File: src/rtl/ex_muldiv_stage.sv
// ex_muldiv_stage: execute stage with a single-cycle ALU plus a sequential
// shift-add multiplier and restoring divider that write the HI/LO pair.
// Optional feature macro: EX_MULDIV_DIV_EN builds the divider. Without it,
// DIV/DIVU complete in one cycle with overflow set, writeback suppressed and
// HI/LO left untouched.

module ex_muldiv_stage #(
    parameter int WIDTH  = 32,
    parameter int REG_AD = 5
) (
    input  logic              clk,
    input  logic              rst_n,
    input  logic              in_valid,
    output logic              in_ready,
    input  logic [3:0]        op,
    input  logic [WIDTH-1:0]  src_a,
    input  logic [WIDTH-1:0]  src_b,
    input  logic [REG_AD-1:0] dst,
    output logic              out_valid,
    input  logic              out_ready,
    output logic [WIDTH-1:0]  result,
    output logic [REG_AD-1:0] out_dst,
    output logic              zero,
    output logic              overflow,
    output logic              busy
);

    localparam int CW = (WIDTH > 1) ? $clog2(WIDTH) : 1;

    typedef enum logic [1:0] {
        IDLE,
        MUL,
        DIV
    } state_e;

    typedef enum logic [3:0] {
        OP_ADD   = 4'd0,
        OP_ADDU  = 4'd1,
        OP_SUB   = 4'd2,
        OP_SUBU  = 4'd3,
        OP_AND   = 4'd4,
        OP_OR    = 4'd5,
        OP_XOR   = 4'd6,
        OP_NOR   = 4'd7,
        OP_SLT   = 4'd8,
        OP_SLTU  = 4'd9,
        OP_MULT  = 4'd10,
        OP_MULTU = 4'd11,
        OP_DIV   = 4'd12,
        OP_DIVU  = 4'd13,
        OP_MFHI  = 4'd14,
        OP_MFLO  = 4'd15
    } op_e;

    state_e             state;
    logic [CW-1:0]      cnt;
    logic [WIDTH-1:0]   hi_q;
    logic [WIDTH-1:0]   lo_q;
    logic [WIDTH-1:0]   opnd;     // multiplicand magnitude or divisor magnitude
    logic [2*WIDTH-1:0] work;     // {partial product, multiplier} or {remainder, quotient}
    logic               neg_q;    // product / quotient must be negated at the end
`ifdef EX_MULDIV_DIV_EN
    logic               neg_r;    // remainder takes the dividend sign
    logic               div_zero; // divisor was zero; work upper half holds src_a
`endif

    op_e              op_c;
    logic             accept;
    logic             is_mul;
    logic             op_signed;
    logic             last_iter;
    logic [WIDTH-1:0] sum;
    logic [WIDTH-1:0] diff;
    logic [WIDTH-1:0] mag_a;
    logic [WIDTH-1:0] mag_b;
    logic [WIDTH-1:0] alu_res;
    logic             alu_ovf;

    logic [WIDTH:0]     mul_sum;
    logic [2*WIDTH-1:0] mul_next;
    logic [2*WIDTH-1:0] mul_prod;

    assign op_c      = op_e'(op);
    assign in_ready  = (state == IDLE) && (!out_valid || out_ready);
    assign busy      = (state != IDLE);
    assign accept    = in_valid && in_ready;
    assign is_mul    = (op_c == OP_MULT) || (op_c == OP_MULTU);
    assign op_signed = (op_c == OP_MULT) || (op_c == OP_DIV);
    assign last_iter = (cnt == CW'(WIDTH - 1));

    assign sum   = src_a + src_b;
    assign diff  = src_a - src_b;
    assign mag_a = (op_signed && src_a[WIDTH-1]) ? -src_a : src_a;
    assign mag_b = (op_signed && src_b[WIDTH-1]) ? -src_b : src_b;

    // One shift-add step: add multiplicand when the multiplier LSB is set, shift right
    assign mul_sum  = {1'b0, work[2*WIDTH-1:WIDTH]} + (work[0] ? {1'b0, opnd} : '0);
    assign mul_next = {mul_sum, work[WIDTH-1:1]};
    assign mul_prod = neg_q ? -mul_next : mul_next;

`ifdef EX_MULDIV_DIV_EN
    logic               is_div;
    logic [WIDTH:0]     div_shift;
    logic [WIDTH:0]     div_trial;
    logic [2*WIDTH-1:0] div_next;
    logic [WIDTH-1:0]   div_q;
    logic [WIDTH-1:0]   div_r;

    assign is_div = (op_c == OP_DIV) || (op_c == OP_DIVU);

    // One restoring step: shift in the next dividend bit, keep the subtraction if non-negative
    assign div_shift = {work[2*WIDTH-1:WIDTH], work[WIDTH-1]};
    assign div_trial = div_shift - {1'b0, opnd};
    assign div_next  = div_trial[WIDTH] ? {div_shift[WIDTH-1:0], work[WIDTH-2:0], 1'b0}
                                        : {div_trial[WIDTH-1:0], work[WIDTH-2:0], 1'b1};
    assign div_q     = neg_q ? -div_next[WIDTH-1:0] : div_next[WIDTH-1:0];
    assign div_r     = neg_r ? -div_next[2*WIDTH-1:WIDTH] : div_next[2*WIDTH-1:WIDTH];
`endif

    // Single-cycle result and signed-overflow flag for the non-sequenced ops
    always_comb begin
        alu_res = '0;
        alu_ovf = 1'b0;
        case (op_c)
            OP_ADD: begin
                alu_res = sum;
                alu_ovf = (src_a[WIDTH-1] == src_b[WIDTH-1]) && (sum[WIDTH-1] != src_a[WIDTH-1]);
            end
            OP_ADDU: alu_res = sum;
            OP_SUB: begin
                alu_res = diff;
                alu_ovf = (src_a[WIDTH-1] != src_b[WIDTH-1]) && (diff[WIDTH-1] != src_a[WIDTH-1]);
            end
            OP_SUBU: alu_res = diff;
            OP_AND:  alu_res = src_a & src_b;
            OP_OR:   alu_res = src_a | src_b;
            OP_XOR:  alu_res = src_a ^ src_b;
            OP_NOR:  alu_res = ~(src_a | src_b);
            OP_SLT:  alu_res = {{(WIDTH-1){1'b0}}, ($signed(src_a) < $signed(src_b))};
            OP_SLTU: alu_res = {{(WIDTH-1){1'b0}}, (src_a < src_b)};
            OP_MFHI: alu_res = hi_q;
            OP_MFLO: alu_res = lo_q;
`ifndef EX_MULDIV_DIV_EN
            OP_DIV, OP_DIVU: alu_ovf = 1'b1;
`endif
            default: ;
        endcase
    end

    // Sequencer FSM, HI/LO, iteration datapath and registered result outputs
    always_ff @(posedge clk or negedge rst_n) begin
        if (!rst_n) begin
            state     <= IDLE;
            cnt       <= '0;
            hi_q      <= '0;
            lo_q      <= '0;
            opnd      <= '0;
            work      <= '0;
            neg_q     <= 1'b0;
`ifdef EX_MULDIV_DIV_EN
            neg_r     <= 1'b0;
            div_zero  <= 1'b0;
`endif
            out_valid <= 1'b0;
            result    <= '0;
            out_dst   <= '0;
            zero      <= 1'b0;
            overflow  <= 1'b0;
        end else begin
            // A consumed result drops; any new result below overrides this
            if (out_valid && out_ready) begin
                out_valid <= 1'b0;
            end
            case (state)
                IDLE: begin
                    if (accept) begin
                        if (is_mul) begin
                            opnd  <= mag_a;
                            work  <= {{WIDTH{1'b0}}, mag_b};
                            neg_q <= op_signed && (src_a[WIDTH-1] ^ src_b[WIDTH-1]);
                            cnt   <= '0;
                            state <= MUL;
                        end
`ifdef EX_MULDIV_DIV_EN
                        else if (is_div) begin
                            opnd     <= mag_b;
                            div_zero <= (src_b == '0);
                            work     <= (src_b == '0) ? {src_a, {WIDTH{1'b0}}}
                                                      : {{WIDTH{1'b0}}, mag_a};
                            neg_q    <= op_signed && (src_a[WIDTH-1] ^ src_b[WIDTH-1]);
                            neg_r    <= op_signed && src_a[WIDTH-1];
                            cnt      <= '0;
                            state    <= DIV;
                        end
`endif
                        else begin
                            out_valid <= 1'b1;
                            result    <= alu_res;
                            out_dst   <= alu_ovf ? '0 : dst;
                            zero      <= (alu_res == '0);
                            overflow  <= alu_ovf;
                        end
                    end
                end
                MUL: begin
                    work <= mul_next;
                    cnt  <= cnt + CW'(1);
                    if (last_iter) begin
                        hi_q      <= mul_prod[2*WIDTH-1:WIDTH];
                        lo_q      <= mul_prod[WIDTH-1:0];
                        cnt       <= '0;
                        state     <= IDLE;
                        out_valid <= 1'b1;
                        result    <= '0;
                        out_dst   <= '0;
                        zero      <= 1'b1;
                        overflow  <= 1'b0;
                    end
                end
`ifdef EX_MULDIV_DIV_EN
                DIV: begin
                    // Divide-by-zero idles through the same cycle count with src_a parked in work
                    if (!div_zero) begin
                        work <= div_next;
                    end
                    cnt <= cnt + CW'(1);
                    if (last_iter) begin
                        hi_q      <= div_zero ? work[2*WIDTH-1:WIDTH] : div_r;
                        lo_q      <= div_zero ? {WIDTH{1'b1}} : div_q;
                        cnt       <= '0;
                        state     <= IDLE;
                        out_valid <= 1'b1;
                        result    <= '0;
                        out_dst   <= '0;
                        zero      <= 1'b1;
                        overflow  <= 1'b0;
                    end
                end
`endif
                default: state <= IDLE;
            endcase
        end
    end

endmodule

File: config.mk
export PLATFORM = sky130hd
export DESIGN_NAME = ex_muldiv_stage
export DESIGN_NICKNAME = d
export VERILOG_FILES = /design/src/rtl/ex_muldiv_stage.sv
export SDC_FILE = /design/constraint.sdc
export NUM_CORES = 1
export LEC_CHECK = 0
export BUFFER_PORTS_ARGS = -buffer_cell sky130_fd_sc_hd__buf_2
export CORE_AREA = 5 5 261 263
export DETAILED_ROUTE_END_ITERATION = 10
export DIE_AREA = 0 0 266 268
export PLACE_DENSITY = 0.49
export SETUP_SLACK_MARGIN = 0.5
export SYNTH_ARGS = -nofsm -noshare
export SYNTH_HDL_FRONTEND = slang
export SYNTH_SLANG_ARGS = --single-unit
export TNS_END_PERCENT = 20
File: constraint.sdc
create_clock -name clk -period 4.9 [get_ports clk]
set_input_delay 0.49 -clock clk [delete_from_list [all_inputs] [get_ports clk]]
set_output_delay 0.49 -clock clk [all_outputs]
set_load 0.05 [all_outputs]
==> results of run 1 <==
==> timing repair <==
action | in CTS | in global routing
setup buffers | 0 | 1
gates resized for setup | 1 | 16
pin swaps | 0 | 1
setup endpoints to repair | 1 | 10
==> layout make-up <==
cell class	count	share of cell area [%]
sequential	207	23.74
tap	864	4.950
antenna	7	0.08022
multi-input combinational	1940	57.96
inverter	120	2.063
clock inverter	8	0.5443
timing repair buffer	242	7.151
clock buffer	38	3.507
==> cells in the final DEF, fill, tap and decap left out, drive strengths merged, types with 26 or more instances in the layout <==
| master | instances |
|---|---|
| ha | 136 |
| nor2 | 145 |
| xor2 | 60 |
| a21o | 28 |
| o31ai | 33 |
| nor3 | 45 |
| clkbuf | 38 |
| nand3 | 73 |
| buf | 242 |
| nand2 | 353 |
| and2 | 42 |
| xnor2 | 109 |
| a21oi | 133 |
| dfrtp | 207 |
| a211oi | 32 |
| o221ai | 26 |
| a31oi | 40 |
| o21ai | 281 |
| inv | 120 |
==> where the power goes <==
group	switching, mW	internal (mW)
combinational	3.21	1.74
clock	0.814	1.19
sequential	0.595	2.37
total	4.61	5.30
==> how the worst max path moves through the flow <==
stage | from | end
after CTS | work[0]$_DFFE_PN0P_ | hi_q[27]$_DFFE_PN0P_
after floorplan | work[0]$_DFFE_PN0P_ | hi_q[30]$_DFFE_PN0P_
after global placement | src_a[0] | zero$_DFFE_PN0P_
after detailed placement | src_a[0] | zero$_DFFE_PN0P_
after global routing | work[0]$_DFFE_PN0P_ | hi_q[27]$_DFFE_PN0P_
final | work[0]$_DFFE_PN0P_ | hi_q[27]$_DFFE_PN0P_
==> worst reg2reg max path, stage by stage, from the launching register on <==
cell and delay (ps):
dfrtp_1 400, buf_4 220, and2_1 210, ha_1 380, a21oi_2 250, o21bai_1 120, o21bai_1 180, or3_1 330
o32ai_2 340, xnor2_1 200, or4b_4 620, buf_4 180, o41ai_1 390, xor2_1 190, o21ai_0 90
==> sequential cells by signal, summed over array words and instances, names as in the netlist <==
| register | flops |
|---|---|
| state | 1 |
| out_dst | 5 |
| cnt | 5 |
| opnd | 32 |
| hi_q | 32 |
| work | 64 |
| lo_q | 32 |
| overflow | 1 |
| neg_q | 1 |
| out_valid | 1 |
| zero | 1 |
| result | 32 |
==> stage by stage <==
stage	instance area (µm²)	cells
6_report	21840	3426
3_5_place_dp	20840	3372
2_1_floorplan	18810	2420
4_1_cts	21730	3418
3_3_place_gp	20840	3372
5_1_grt	21830	3424
==> routing by layer <==
metal	up-vias	wire [µm]	share of wire [%]
met1	9292	39480	49
met2	639	34580	43
met5	-	33	0.041
li1	8998	-	-
met3	91	4879	6.0
met4	6	1808	2.2
==> logic make-up (layout without fill, tap and decap cells) <==
kind of cell             count (synthesis)  after routing  synth area share (%)
AND/OR/NAND/NOR                        811            811                 20.34
AO/OA/AOI/OAI                          796            796                 27.67
buffers and inverters                  273            408                 5.860
flip-flops                             207            207                 27.54
XOR/XNOR                               169            169                 7.869
adder cells (fa/ha/maj)                139            139                 9.366
multiplexers                            25             25                 1.357
other                                    0              7                     0
==> impl_metrics.json, run 1 <==
{
  "synth_nets": 2636,
  "grt_use_met2_pct": 33.23,
  "antenna_left": 0,
  "utilization_pct": 33.39,
  "power_leakage_nw": 9.628,
  "die_area_mm2": 0.07129,
  "vias": 19030,
  "worstPathRequired_ps": 5340,
  "syn-cell-area_mm2": 0.01881,
  "synthCells": 2420,
  "busiest_layer": "met2",
  "violations": "negative hold slack",
  "hold_viol": 3,
  "p_total_mw": 9.914,
  "cts-root-buf": "clkbuf_16",
  "synthToLayoutAreaGrowth_pct": 16.10,
  "fin_nets": 2753,
  "wl_per_cell_um": 23.58,
  "grt_max_degree": 122,
  "worstMarginPinSlew_ps": 1056,
  "reg2reg_to": "hi_q[27]$_DFFE_PN0P_",
  "synth_edf_count": 0,
  "finalSetupViolCount": 0,
  "drt_iter0_drc": 1848,
  "reg2reg_slack_ps": 670,
  "cap_violations": 0,
  "critPathMaxStageDelay_ps": 610,
  "worst-path-buf-inv": 2,
  "setup_ws_ps": 668.5,
  "top_level_ports": 119,
  "post-route-period-util_pct": 86.36,
  "yosysTopAreaCell": "dfrtp_1",
  "worst-path-stages": 14,
  "cts_hold_buffers": 0,
  "yosysUniqueCellTypes": 96,
  "clock_sinks": 207,
  "fp.dieW_um": 266,
  "synth_async_sr_flop_share_pct": 100.0,
  "start_util_pct": 28.76,
  "synth_area_leaders": "dfrtp_1, ha_1, o21ai_0",
  "gp_congestion": 0.9182,
  "ir_drop_v": 0.0002808,
  "clock_latency_ps": 590,
  "rr_startpoint": "work[0]$_DFFE_PN0P_",
  "core_mm2": 0.06539,
  "synth_top_cells_by_count": "nand2_1, o21ai_0, dfrtp_1",
  "grt_pass1_wl_um": 120500,
  "cts_htree_levels": 1,
  "crit_type": "flip-flop to flip-flop",
  "yosysMostFrequentCell": "nand2_1",
  "r2r_cells": 14,
  "yosys_most_used_dff": "dfrtp_1",
  "tns_ps": 0,
  "yosysWarnings": 0,
  "n_fill_cell": 7051,
  "synth_seq_cells": 207,
  "start_kind": "flip-flop",
  "routed_wl_um": 80780,
  "clk_pin_slew_ps": 60,
  "slowest_stage": "or4b_4",
  "grt_util_met3_pct": 2.857,
  "worstPathArrival_ps": 4670,
  "cpLargestDelayFamily": "compound AO/OA/AOI/OAI gates",
  "drive_gt1_share_pct": 14.09,
  "synth_top_area_share_pct": 27.54,
  "critPathMaxFanout": 21,
  "first_pass_iters": 5,
  "port-buffer-count": 118,
  "grt_pass1_vias": 18230,
  "end_kind": "flip-flop",
  "cts_tree": "done",
  "seq_area_mm2": 0.005185,
  "whs_ps": -33.76,
  "rsz0062_at_grt": "false",
  "min_period_ps": 4232,
  "fmaxAchievable_ghz": 0.2363,
  "hp-class": "primary input to async pin",
  "slew_viol_final": 0,
  "cts_made_buffers": 26,
  "crit_path_cell_trace": "buf_4, and2_1, ha_1, a21oi_2, o21bai_1, o21bai_1, or3_1, o32ai_2, xnor2_1, or4b_4, buf_4, o41ai_1, xor2_1, o21ai_0",
  "row_count": 94,
  "dp_slack_ps": 139.5,
  "viasPerCell": 5.553,
  "yosysSeqAreaShare_pct": 27.54,
  "synth_area_per_cell_um2": 7.772,
  "clockBufferDepth": 3,
  "grt_util_met1_pct": 33.18,
  "status": "complete, but fails checks",
  "hpwl_um": 64420,
  "antenna_found_initial": 12,
  "route.detailed.drc": 0,
  "slew_headroom_pct": 29.62,
  "skew_ps": 36.47,
  "multi_input_area_mm2": 0.01266,
  "die_y_um": 268,
  "pwr_density_cell_mw_per_mm2": 454.0,
  "grt_overflow": 0,
  "grt.total_usage_pct": 21.88
}
(Power assumes the default switching activity.)
==> run 2: changes to the inputs <==
--- a/config.mk
+++ b/config.mk
@@ -5,10 +5,11 @@
 export SDC_FILE = /design/constraint.sdc
 export NUM_CORES = 1
 export LEC_CHECK = 0
+export ABC_AREA = 1
 export BUFFER_PORTS_ARGS = -buffer_cell sky130_fd_sc_hd__buf_2
-export CORE_AREA = 5 5 261 263
+export CORE_AREA = 5 5 273 275
 export DETAILED_ROUTE_END_ITERATION = 10
-export DIE_AREA = 0 0 266 268
+export DIE_AREA = 0 0 278 280
 export PLACE_DENSITY = 0.49
 export SETUP_SLACK_MARGIN = 0.5
 export SYNTH_ARGS = -nofsm -noshare
==> constraint.sdc (replaced) <==
create_clock -name clk -period 5.05 [get_ports clk]
set_input_delay 0.505 -clock clk [delete_from_list [all_inputs] [get_ports clk]]
set_output_delay 0.505 -clock clk [all_outputs]
set_load 0.05 [all_outputs]
==> run 2 against run 1 <==
The run now ends clean. Clock power down 4%. Via count up 13%. First-iteration DRC count down 4.0%.
==> impl_metrics.json, run 2 <==
{
  "start_kind": "flip-flop",
  "route.detailed.drc": 0,
  "worstMarginPinSlew_ps": 1081,
  "cpMostUsedCell": "nand2_1",
  "synth_top_area_share_pct": 25.13,
  "viasPerCell": 4.919,
  "first_pass_iters": 6,
  "cts_made_buffers": 26,
  "fmaxAchievable_ghz": 0.2872,
  "rsz0062_at_grt": "false",
  "routed_wl_um": 86590,
  "die_area_mm2": 0.07784,
  "grt_max_degree": 112,
  "grt_pass1_vias": 21170,
  "clock_sinks": 207,
  "hp-class": "primary input to flip-flop",
  "hpwl_um": 70300,
  "yosys_most_used_dff": "dfrtp_1",
  "min_period_ps": 3482,
  "syn-cell-area_mm2": 0.02061,
  "power_leakage_nw": 12.22,
  "multi_input_area_mm2": 0.01309,
  "gp_congestion": 0.9339,
  "finalSetupViolCount": 0,
  "largest_register_ffs": 64,
  "worstPathRequired_ps": 5490,
  "fp.dieW_um": 278,
  "cap_violations": 0,
  "layout_common_cells": "nand2_1, inv_1, nor2_1",
  "yosysSeqAreaShare_pct": 25.13,
  "start_util_pct": 28.60,
  "ctsResizeCount": 0,
  "hold_viol": 0,
  "wl_per_cell_um": 19.75,
  "whs_endpoint": "out_valid$_DFF_PN0_",
  "grt.total_usage_pct": 21.34,
  "slew_headroom_pct": 27.96,
  "clockBufferDepth": 3,
  "final_cell_area_mm2": 0.02303,
  "place_area_mm2": 0.02215,
  "yosysWarnings": 0,
  "yosysMostFrequentCell": "nand2_1",
  "clk_pin_slew_ps": 60,
  "cts_tree": "done",
  "crit_type": "flip-flop to flip-flop",
  "slew_viol_final": 0,
  "core_mm2": 0.07209,
  "worstPathArrival_ps": 3920,
  "tns_ps": 0,
  "synth_area_leaders": "dfrtp_1, nand2_1, inv_1",
  "port-buffer-count": 118,
  "grt_overflow": 0,
  "synthToLayoutAreaGrowth_pct": 11.71,
  "cts-root-buf": "clkbuf_16",
  "whs_path_depth": 2,
  "pwr_density_cell_mw_per_mm2": 403.4,
  "status": "completed",
  "yosysUniqueCellTypes": 58,
  "synth_edf_count": 0,
  "critPathMaxStageDelay_ps": 390,
  "post-route-period-util_pct": 68.96,
  "synth_area_per_cell_um2": 6.172,
  "seq_area_mm2": 0.005180,
  "critPathMaxFanout": 30,
  "clock_latency_ps": 580,
  "vias": 21570,
  "worstSetupStartpoint": "work[0]$_DFFE_PN0P_",
  "synth_async_sr_flop_share_pct": 100.0,
  "grt_pass1_wl_um": 129200,
  "ir_drop_v": 0.0003067,
  "hp-start": "out_ready",
  "reg2reg_to": "hi_q[29]$_DFFE_PN0P_",
  "synth_nets": 3556,
  "die_y_um": 280,
  "r2r_cells": 20,
  "antenna_found_initial": 4,
  "drt_iter0_drc": 1774,
  "rr_startpoint": "work[0]$_DFFE_PN0P_",
  "synth_seq_cells": 207,
  "top_register": "work",
  "drive_gt1_share_pct": 8.270,
  "antenna_left": 0,
  "fin_nets": 3618,
  "synthCells": 3340,
  "slowest_stage": "dfrtp_1",
  "n_fill_cell": 8179,
  "crit_path_cell_trace": "buf_4, nand2_1, inv_1, ha_1, a21oi_1, o21ai_1, a21oi_1, nand2_1, nand2_1, nand2_1, nor2_2, inv_2, nor2_1, nand2_2, nor2_2, nand2_1, nand2_1, nand2_1, nand3_1, nand2_1",
  "end_kind": "flip-flop",
  "cts_htree_levels": 1,
  "cts_hold_buffers": 1,
  "cts_setup_buffers": 0,
  "top_level_ports": 119,
  "synth_top_cells_by_count": "nand2_1, inv_1, nor2_1",
  "final_common_cell": "nand2_1",
  "row_count": 99,
  "yosysTopAreaCell": "dfrtp_1",
  "skew_ps": 39.68,
  "reg2reg_slack_ps": 1570
}
-- run 2: changes by cell type after synthesis, sizes merged, moves of 30 or more --
cell | before | now
inv | 119 | 505
and2 | 42 | 4
buf | 18 | 48
o21ai | 281 | 246
nand2 | 353 | 1076
xor2 | 60 | 96
clkbuf | 134 | 58
nand3 | 73 | 248
xnor2 | 109 | 10
nor2 | 145 | 325
-- run 2: through the flow --
stage	util [%]	cells	setup WS, ps	power (mW)	hold WS (ps)
2_1_floorplan	-	3340	2330	5.904	209.4
3_3_place_gp	30.72	4332	1314	7.365	460.3
3_5_place_dp	30.72	4332	1342	7.377	467.2
4_1_cts	31.93	4381	1554	9.339	131.0
5_1_grt	31.93	4382	1163	9.988	145.0
6_report	31.94	4385	1568	9.291	148.3
-- run 2: how the worst max path moves through the flow --
stage,endpoint,cells past startpoint
after floorplan,hi_q[29]$_DFFE_PN0P_,23
final,hi_q[29]$_DFFE_PN0P_,20
after detailed placement,zero$_DFFE_PN0P_,18
after global routing,hi_q[29]$_DFFE_PN0P_,20
after global placement,zero$_DFFE_PN0P_,18
after CTS,hi_q[28]$_DFFE_PN0P_,18
-- run 2: kinds of logic (layout without fill, tap and decap cells) --
logic type / count (synthesis) / after routing / share of synthesized area, %
AO/OA/AOI/OAI: 494 / 494 / 13.94
XOR/XNOR: 106 / 106 / 4.540
adder cells (fa/ha/maj): 139 / 139 / 8.546
buffers and inverters: 614 / 696 / 11.52
flip-flops: 207 / 207 / 25.13
multiplexers: 1 / 1 / 0.04856
other: 0 / 4 / 0
AND/OR/NAND/NOR: 1779 / 1779 / 36.28
-- run 2: layout make-up --
type | instances | area share [%]
diodes | 4 | 0.04346
clock buffers | 39 | 3.390
clock inverters | 9 | 0.3531
inverters | 508 | 8.280
multi-input cells | 2519 | 56.84
flip-flops and latches | 207 | 22.49
well taps | 959 | 5.210
repair buffers | 140 | 3.390
-- run 2: report_power, final --
part           leakage (nW)  switching [mW]  internal, mW
clock network         0.430           0.801          1.12
logic                  9.22            3.33          1.41
registers              2.57           0.413          2.21
total                  12.2            4.55          4.74
-- run 2: worst max-delay path: cells and delay by family (launching register included) --
family | cells | cell delay, ps
compound gates | 3 | 670
buf+inv | 3 | 490
fa+ha+maj | 1 | 280
flops | 1 | 390
simple gates | 13 | 1490
-- run 2: metal layers --
metal	wire [µm]	up-vias	GRT usage (%)
li1	-	10770	-
met1	37060	10050	26.99
met2	41620	619	37.82
met3	4565	129	2.638
met4	3333	2	7.151
met5	11	-	0
==> run 3: changes to the inputs <==
==> constraint.sdc (replaced) <==
create_clock -name clk -period 3.4 [get_ports clk]
set_input_delay 0.34 -clock clk [delete_from_list [all_inputs] [get_ports clk]]
set_output_delay 0.34 -clock clk [all_outputs]
set_load 0.05 [all_outputs]
==> run 3 against run 2 <==
Utilization grew 2.4 points. Register-to-register slack lost 1200 ps. Clock skew shrank 5.6 ps. Critical path type is now primary input to flip-flop.
==> impl_metrics.json, run 3 (same netlist as run 2, synthesis figures left out) <==
{
  "cts_htree_levels": 1,
  "final_cell_area_mm2": 0.02474,
  "routed_wl_um": 89200,
  "grt_pass1_wl_um": 133600,
  "critPathMaxFanout": 6,
  "r2r_cells": 22,
  "drt_iter0_drc": 1724,
  "worstMarginPinSlew_ps": 882.0,
  "start_util_pct": 28.60,
  "fmaxAchievable_ghz": 0.3329,
  "multi_input_area_mm2": 0.01368,
  "status": "completed",
  "min_period_ps": 3004,
  "fp.dieW_um": 278,
  "skew_ps": 34.09,
  "clock_sinks": 207,
  "antenna_found_initial": 6,
  "synthToLayoutAreaGrowth_pct": 20.02,
  "grt_overflow": 0,
  "whs_endpoint": "out_dst[4]$_DFFE_PN0P_",
  "dp.cells": 4457,
  "whs_path_depth": 3,
  "rr_startpoint": "work[0]$_DFFE_PN0P_",
  "slew_viol_final": 0,
  "finalSetupViolCount": 0,
  "gp_congestion": 0.9554,
  "slowest_stage": "ha_1",
  "power_leakage_nw": 12.93,
  "vias": 22210,
  "drive_gt1_share_pct": 14.82,
  "setup_ws_ps": 396.3,
  "start_kind": "primary input",
  "top_level_ports": 119,
  "post-route-period-util_pct": 88.34,
  "viasPerCell": 4.915,
  "crit_type": "primary input to flip-flop",
  "cts_tree": "done",
  "worstPathRequired_ps": 3880,
  "slew_headroom_pct": 41.14,
  "pwr_density_cell_mw_per_mm2": 593.2,
  "grt_pass1_vias": 21910,
  "instances_no_fill": 4519,
  "final_common_cell": "nand2_1",
  "layout_common_cells": "nand2_1, inv_1, nor2_1",
  "cts_made_buffers": 26,
  "route.detailed.drc": 0,
  "die_y_um": 280,
  "cap_violations": 0,
  "end_kind": "flip-flop",
  "crit_path_cell_trace": "buf_2, inv_1, ha_1, buf_4, inv_1, a21oi_1, nand2_1, nand2_1, nand2_1, a21oi_1, nand3_1, nand3_1, nand2_1, nor2_1, nand3_1, nor2_1, nand3_1, a21oi_1",
  "fin_nets": 3755,
  "row_count": 99,
  "grt_max_degree": 113,
  "rsz0062_at_grt": "true",
  "critPathMaxStageDelay_ps": 420,
  "dp_slack_ps": -182.0,
  "clockBufferDepth": 3,
  "worstPathArrival_ps": 3480,
  "seq_area_mm2": 0.005180,
  "first_pass_iters": 6,
  "die_area_mm2": 0.07784,
  "reg2reg_to": "hi_q[28]$_DFFE_PN0P_",
  "port-buffer-count": 118,
  "hp-start": "dst[4]",
  "hpwl_um": 73410,
  "utilization_pct": 34.32,
  "antenna_left": 0,
  "grt.total_usage_pct": 22.00,
  "largest_register_ffs": 64,
  "wl_per_cell_um": 19.74,
  "ir_drop_v": 0.0004092,
  "place_area_mm2": 0.02318,
  "clk_pin_slew_ps": 60,
  "hp-class": "primary input to flip-flop",
  "n_fill_cell": 8186,
  "clock_latency_ps": 580,
  "reg2reg_slack_ps": 400,
  "top_register": "work",
  "hold_viol": 0,
  "cts-root-buf": "clkbuf_16",
  "core_mm2": 0.07209
}
-- run 3: cell types whose count changed in the layout (fill, tap and decap cells not counted), sizes merged --
cell         before  now
clkinvlp          0    3
dlygate4sd3       1    2
clkbuf           39   33
diode             4    3
bufinv            1    2
buf             139  275
-- run 3: per-layer routing --
| metal | routed length [µm] | share of wire [%] | track usage (%) |
|---|---|---|---|
| met2 | 42840 | 48 | 38.87 |
| met3 | 3855 | 4.3 | 1.656 |
| met5 | 0 | 0 | 0 |
| met1 | 39440 | 44 | 28.93 |
| met4 | 3058 | 3.4 | 6.517 |
-- run 3: area by class of cell --
cell class,count,share of cell area (%)
sequential,207,20.94
inverter,508,7.707
clock inverter,13,0.5512
clock buffer,33,2.903
tap,959,4.850
multi-input combinational,2519,55.29
timing repair buffer,277,7.727
antenna,3,0.03034
-- run 3: per-stage QoR --
stage / hold slack [ps] / setup TNS (ps) / power [mW]
2_1_floorplan: 44.41 / 0 / 8.769
6_report: 41.66 / 0 / 14.68
3_5_place_dp: 391.7 / -182.0 / 11.22
4_1_cts: 18.11 / 0 / 14.41
3_3_place_gp: 389.6 / -267.2 / 11.23
5_1_grt: 48.36 / 0 / 15.75
-- run 3: worst max path at each step --
stage | start | end
after global placement | src_b[19] | zero$_DFFE_PN0P_
final | src_b[19] | zero$_DFFE_PN0P_
after CTS | work[0]$_DFFE_PN0P_ | hi_q[30]$_DFFE_PN0P_
after detailed placement | src_b[19] | zero$_DFFE_PN0P_
after floorplan | work[0]$_DFFE_PN0P_ | hi_q[29]$_DFFE_PN0P_
after global routing | work[0]$_DFFE_PN0P_ | hi_q[29]$_DFFE_PN0P_
-- run 3: timing repair --
action | 4_1_cts | 5_1_grt
pin swaps | 15 | 13
buffers inserted | 6 | 5
endpoints found under the hold margin | 80 | 0
setup endpoints to repair | 20 | 28
gates resized for setup | 62 | 83
hold buffers | 2 | 0
-- run 3: power breakdown --
part | switching [mW] | total (mW) | internal [mW]
clock network | 1.22 | 2.87 | 1.65
registers | 0.680 | 3.97 | 3.28
logic | 5.24 | 7.84 | 2.60
-- run 3: critical path, delay by kind of cell --
family | cells | cell delay (ps)
AND/OR/NAND/NOR | 10 | 1380
buffers and inverters | 4 | 460
adder cells (fa/ha/maj) | 1 | 420
AO/OA/AOI/OAI | 3 | 880
